==> src/rtl/sa_pkg.sv <==
// Shared constants and types for the systolic-array processing elements.
// Operand/product widths and the PE accumulator state encoding.
package sa_pkg;

    localparam int PE_W   = 2;
    localparam int PROD_W = 4;

    typedef enum logic {
        IDLE = 1'b0,
        ACC  = 1'b1
    } state_t;

endpackage

==> src/rtl/sa_pe_acc_vedic.sv <==
// 2-bit unsigned vedic (urdhva-tiryagbhyam) multiplier.
// Purely combinational; four partial products and two half adders.
import sa_pkg::*;

module sa_pe_acc_vedic (
    input  logic [PE_W-1:0]   a,
    input  logic [PE_W-1:0]   b,
    output logic [PROD_W-1:0] p
);

    logic pp00;
    logic pp10;
    logic pp01;
    logic pp11;
    logic c1;

    assign pp00 = a[0] & b[0];
    assign pp10 = a[1] & b[0];
    assign pp01 = a[0] & b[1];
    assign pp11 = a[1] & b[1];
    assign c1   = pp10 & pp01;

    assign p[0] = pp00;
    assign p[1] = pp10 ^ pp01;
    assign p[2] = pp11 ^ c1;
    assign p[3] = pp11 & c1;

endmodule

==> src/rtl/sa_pe_acc.sv <==
// Output-stationary PE: forwards operands east/south and accumulates
// a saturating dot product, emitting it with a one-cycle valid pulse.
import sa_pkg::*;

module sa_pe_acc #(
    parameter int ACC_W = 8,
    parameter int CNT_W = 4
) (
    input  logic             clk,
    input  logic             rst,
    input  logic             in_valid,
    input  logic [PE_W-1:0]  a_in,
    input  logic [PE_W-1:0]  b_in,
    input  logic             last_in,
    output logic [PE_W-1:0]  a_out,
    output logic [PE_W-1:0]  b_out,
    output logic             valid_out,
    output logic             last_out,
    output logic [ACC_W-1:0] psum_out,
    output logic             psum_valid,
    output logic             sat_out,
    output logic [CNT_W-1:0] cnt_out
);

    state_t             state;
    logic [ACC_W-1:0]   acc;
    logic [CNT_W-1:0]   cnt;
    logic               sat;

    logic [PROD_W-1:0]  prod;
    logic [ACC_W:0]     sum;
    logic               ovf;
    logic [ACC_W-1:0]   sum_c;
    logic [CNT_W-1:0]   cnt_inc;

    sa_pe_acc_vedic u_mul (
        .a (a_out),
        .b (b_out),
        .p (prod)
    );

    // In IDLE acc and cnt are zero, so one datapath covers both states.
    assign sum     = {1'b0, acc} + (ACC_W + 1)'(prod);
    assign ovf     = sum[ACC_W];
    assign sum_c   = ovf ? {ACC_W{1'b1}} : sum[ACC_W-1:0];
    assign cnt_inc = (&cnt) ? cnt : cnt + 1'b1;

    // Forward register: operands and handshake move one hop per cycle.
    always_ff @(posedge clk) begin
        if (rst) begin
            a_out     <= '0;
            b_out     <= '0;
            valid_out <= 1'b0;
            last_out  <= 1'b0;
        end else begin
            a_out     <= a_in;
            b_out     <= b_in;
            valid_out <= in_valid;
            last_out  <= last_in & in_valid;
        end
    end

    // Accumulator FSM with registered result outputs.
    always_ff @(posedge clk) begin
        if (rst) begin
            state      <= IDLE;
            acc        <= '0;
            cnt        <= '0;
            sat        <= 1'b0;
            psum_out   <= '0;
            psum_valid <= 1'b0;
            sat_out    <= 1'b0;
            cnt_out    <= '0;
        end else begin
            psum_valid <= 1'b0;
            if (valid_out) begin
                if (last_out) begin
                    psum_out   <= sum_c;
                    sat_out    <= sat | ovf;
                    cnt_out    <= cnt_inc;
                    psum_valid <= 1'b1;
                    acc        <= '0;
                    cnt        <= '0;
                    sat        <= 1'b0;
                    state      <= IDLE;
                end else begin
                    acc        <= sum_c;
                    cnt        <= cnt_inc;
                    sat        <= sat | ovf;
                    state      <= ACC;
                end
            end
        end
    end

endmodule

==> config.mk <==
export PLATFORM = sky130hd
export DESIGN_NAME = sa_pe_acc
export DESIGN_NICKNAME = d
export VERILOG_FILES = /design/src/rtl/sa_pkg.sv /design/src/rtl/sa_pe_acc_vedic.sv /design/src/rtl/sa_pe_acc.sv
export SDC_FILE = /design/constraint.sdc
export NUM_CORES = 1
export LEC_CHECK = 0
export CAP_MARGIN = 10
export CORE_AREA = 2 2 59 61
export CTS_CLUSTER_DIAMETER = 80
export DETAILED_ROUTE_END_ITERATION = 16
export DIE_AREA = 0 0 61 63
export GPL_TIMING_DRIVEN = 1
export HOLD_SLACK_MARGIN = 0.03
export PLACE_DENSITY = 0.75
export REMOVE_ABC_BUFFERS = 1
export SYNTH_ARGS = -nofsm -noshare
export SYNTH_HDL_FRONTEND = slang
export SYNTH_HIERARCHICAL = 1
export SYNTH_SLANG_ARGS = --single-unit
==> constraint.sdc <==
create_clock -name clk -period 3.1 [get_ports clk]
set_clock_uncertainty 0.1 [all_clocks]
set_input_delay 0.62 -clock clk [delete_from_list [all_inputs] [get_ports clk]]
set_output_delay 0.62 -clock clk [all_outputs]
set_load 0.01 [all_outputs]
==> results.txt <==
The transition at the pin with the smallest max-transition slack works out to 0.676 ns. The path class of the tightest hold or removal check is reg -> reg. For this design the total switching power over the nets is 0.181 mW.

Final net count: 212. The kind of capture point of the worst setup path was a flop. The residual overflow from global routing was 0. The synthesized design contains 33 register bits. The run gives 0 as the post-detailed-route DRC marker count.

The critical path in this run is classified as reg -> reg. In this run the power density over the cells is 387 nW/um^2. The effective utilization at floorplan was 0.479; the number of setup buffers added after CTS was 0. The run gives 1334 as the via count. The logs give 3.20 mm for the total detailed-routing wirelength and 0.752 for the final weighted congestion of routability-driven global placement.

The commonest non-fill, non-tap cell in the layout was sky130_fd_sc_hd__dfxtp_1. The achievable clock frequency was 390 MHz; the standard cell core area was 3230 sq um. The proportion of synthesized area in mux cells was 0.00646.

The area growth from synthesis to layout is 21.5%. The row count is 21, and the die outline area is 3840 sq um. The share of flip-flops with an asynchronous set or reset after synthesis works out to 0. The first routing iteration left 63 violations. The height of the die is 63 microns, and the cell count after synthesis is 171. For the worst-skew pair, the clock arrives at the later sink with an insertion delay of 0.33 ns.

The xor-xnor portion of the synthesized cell area is 0.0226. Cell internal power was estimated by the tool at 0.548 mW. The floorplan step set the die width to 61 microns. The worst-case clock buffer depth is 2, and the average wire per standard cell is 13.3 microns. The count of fill cells added during filler insertion was 300; the worst-case vdd ir drop was 0.238 mV. The count of endpoints failing hold in the final timing report came out at 0. The max-slew violation total from the final report was 0; the register share of total power was 0.612. The run gives 0.426 as the register area share after synthesis.

The adder and majority gate portion of the synthesized area is 0.0695, and the number of clock sinks is 33. The run finished with clean final reports. The first global-routing pass estimated 5.53 mm of wire. The leakage power was 0.700 nW. Hold is met by 0.357 ns. The proportion of power drawn by the clock network was 0.295.

In this run the clock root is driven by a sky130_fd_sc_hd__clkbuf_4. Setup repair after global routing left no endpoint under its margin. The final worst-path cycle share was 0.827; the count of inserted antenna diode cells was 0. The number of distinct standard cells referenced by the synthesized netlist is 45, and the worst-path maximum fanout is 7.

The switching share of total power is 0.248. The most common flop cell mapped by yosys was sky130_fd_sc_hd__dfxtp_1. The area fraction in compound gates after synthesis is 0.184. Entering global routing, the biggest net connects 24 pins. The tools report the initial antenna violation count as 0.

The total of buffers placed on input and output ports was 27; the logic gate share of total power was 0.093. The tools report the number of global-route vias before repair as 1217. Dominant combinational cell family by area after synthesis: simple AND/OR/NAND/NOR gates. The average cell area after synthesis works out to 9.06 sq um.

In this run the cell area of the synthesized design comes to 1550 sq um. Using the TritonRoute via totals, the vias-per-cell ratio works out to 5.54. The H-tree was split into 2 levels.

The endpoint arrival time on the critical path was 2.69 ns; the clock buffer count from CTS was 5. Data on the critical path is required at its endpoint by 3.23 ns. The run gives 0.193 as the total global routing track utilization.

The number of warnings reported in the yosys synthesis log came out at 6. The share of layout cells above drive strength 1 is 0.0821, and the relative max-transition margin is 0.549. Total of hold buffers inserted after clock tree synthesis: 0. In the layout the commonest cells are sky130_fd_sc_hd__dfxtp_1 (33), sky130_fd_sc_hd__clkdlybuf4s50_1 (27), sky130_fd_sc_hd__nor2_1 (21), sky130_fd_sc_hd__a21oi_1 (15), sky130_fd_sc_hd__nand2_1 (9). In this run the count of I/O pins placed on the die edge is 28.

For the first-pass iteration count of the detailed router, the log shows 4. The number of gates resized after CTS was 0. After clock tree synthesis, the clock-pin slew on the worst setup and hold paths is 0.10 ns. The count of nets left with antenna violations once routing finished came out at 0.

After legalization and detailed placement, the total HPWL measured 2.39 mm. TritonCTS built the clock tree. After routing, the total negative slack on setup checks comes to 0 ns.

The time the worst path needs with I/O delays and setup works out to 2.56 ns. STA classifies the critical path startpoint as a flop. The total of max-cap violations was 0; the number of setup violations in the final report was 0.

The simple-gate portion of the synthesized area came out at 0.262. Counting flops with a built-in enable in the synthesized netlist gives 0.
==> worst max-delay path, cell delays in order (launching register included) <==
cell	delay [ns]
sky130_fd_sc_hd__dfxtp_1	0.33
sky130_fd_sc_hd__and2_1	0.16
sky130_fd_sc_hd__ha_1	0.20
sky130_fd_sc_hd__ha_1	0.20
sky130_fd_sc_hd__ha_1	0.40
sky130_fd_sc_hd__a21oi_4	0.25
sky130_fd_sc_hd__nand2_4	0.09
sky130_fd_sc_hd__or4b_1	0.49
sky130_fd_sc_hd__a32o_1	0.25
==> cell families (layout without fill, tap and decap cells) <==
family / count (synthesis) / count (layout)
buffers and inverters: 10 / 34
muxes: 1 / 1
DFF: 33 / 33
and+or+nand+nor: 73 / 73
adders and majority gates: 8 / 8
AOI/OAI and AO/OA: 42 / 42
xor gates and xnor gates: 4 / 4
==> per-layer routing <==
| metal | global-route usage | wire, microns | up-vias |
|---|---|---|---|
| met1 | 0.240 | 1430 | 622 |
| met4 | 0.0815 | 80 | 0 |
| met5 | 0 | 0 | - |
| met3 | 0.0704 | 152 | 11 |
| li1 | - | - | 664 |
| met2 | 0.296 | 1530 | 37 |
==> path summary, 6_finish.rpt <==
| check | start | to | slack (ns) | depth (start not counted) |
|---|---|---|---|---|
| max | a_out[1] | psum_out[7] | 0.54 | 8 |
| min | cnt_out[2] | cnt_out[2] | 0.36 | 2 |
| max reg2reg | a_out[1] | psum_out[7] | 0.54 | 8 |
| min reg2reg | cnt_out[2] | cnt_out[2] | 0.36 | 2 |
==> metrics by stage <==
step / area, sq um / worst slack (ns) / cells / utilization / power (mW)
after floorplan: 1500 / 0.705 / 161 / - / 0.486
after global placement: 1840 / 0.694 / 235 / 0.569 / 0.521
after detailed placement: 1840 / 0.575 / 235 / 0.569 / 0.523
after CTS: 1880 / 0.543 / 241 / 0.582 / 0.737
after global routing: 1880 / 0.374 / 241 / 0.582 / 0.766
final: 1880 / 0.535 / 241 / 0.582 / 0.729
==> power groups by stage <==
stage | clock network [mW] | registers, mW | logic, mW
global placement | 0 | 0.455 | 0.0660
floorplan | 0 | 0.456 | 0.0300
finish | 0.215 | 0.446 | 0.0678
CTS | 0.223 | 0.446 | 0.0682
detailed placement | 0 | 0.456 | 0.0677
global route | 0.243 | 0.448 | 0.0756
==> sequential cells by signal, summed over array words and instances (netlist names) <==
name,cells
acc,8
psum_out,8
cnt,4
cnt_out,4
a_out,2
b_out,2
last_out,1
psum_valid,1
sat,1
sat_out,1
valid_out,1
==> cells in the mapped netlist (2+ instances only) <==
master	number	area (sq um)
sky130_fd_sc_hd__dfxtp_1	33	661
sky130_fd_sc_hd__nor2_1	21	78.8
sky130_fd_sc_hd__a21oi_1	15	75.1
sky130_fd_sc_hd__nand2_1	9	33.8
sky130_fd_sc_hd__nor2b_1	8	50.1
sky130_fd_sc_hd__a211oi_1	7	52.6
sky130_fd_sc_hd__ha_1	7	87.6
sky130_fd_sc_hd__and2_1	6	37.5
sky130_fd_sc_hd__clkbuf_1	6	22.5
sky130_fd_sc_hd__nand3_1	5	25.0
sky130_fd_sc_hd__nor3_1	4	20.0
sky130_fd_sc_hd__o21ai_0	4	20.0
sky130_fd_sc_hd__nand2b_1	3	18.8
sky130_fd_sc_hd__o31ai_1	3	22.5
sky130_fd_sc_hd__xor2_1	3	26.3
sky130_fd_sc_hd__a31oi_1	2	12.5
sky130_fd_sc_hd__and4_2	2	20.0
sky130_fd_sc_hd__buf_2	2	10.0
sky130_fd_sc_hd__nand3b_1	2	15.0
sky130_fd_sc_hd__nand4_1	2	12.5
sky130_fd_sc_hd__nor3b_1	2	15.0
sky130_fd_sc_hd__o211ai_1	2	15.0
==> area by class of cell <==
| type | instances | area, sq um | share of cell area |
|---|---|---|---|
| clock buffer | 5 | 37.5 | 0.0199 |
| tap | 46 | 57.6 | 0.0306 |
| multi-input combinational | 128 | 843 | 0.448 |
| sequential | 33 | 661 | 0.351 |
| clock inverter | 1 | 5.00 | 0.00266 |
| timing repair buffer | 28 | 278 | 0.148 |
No activity file was read; power rests on OpenSTA's default activity.
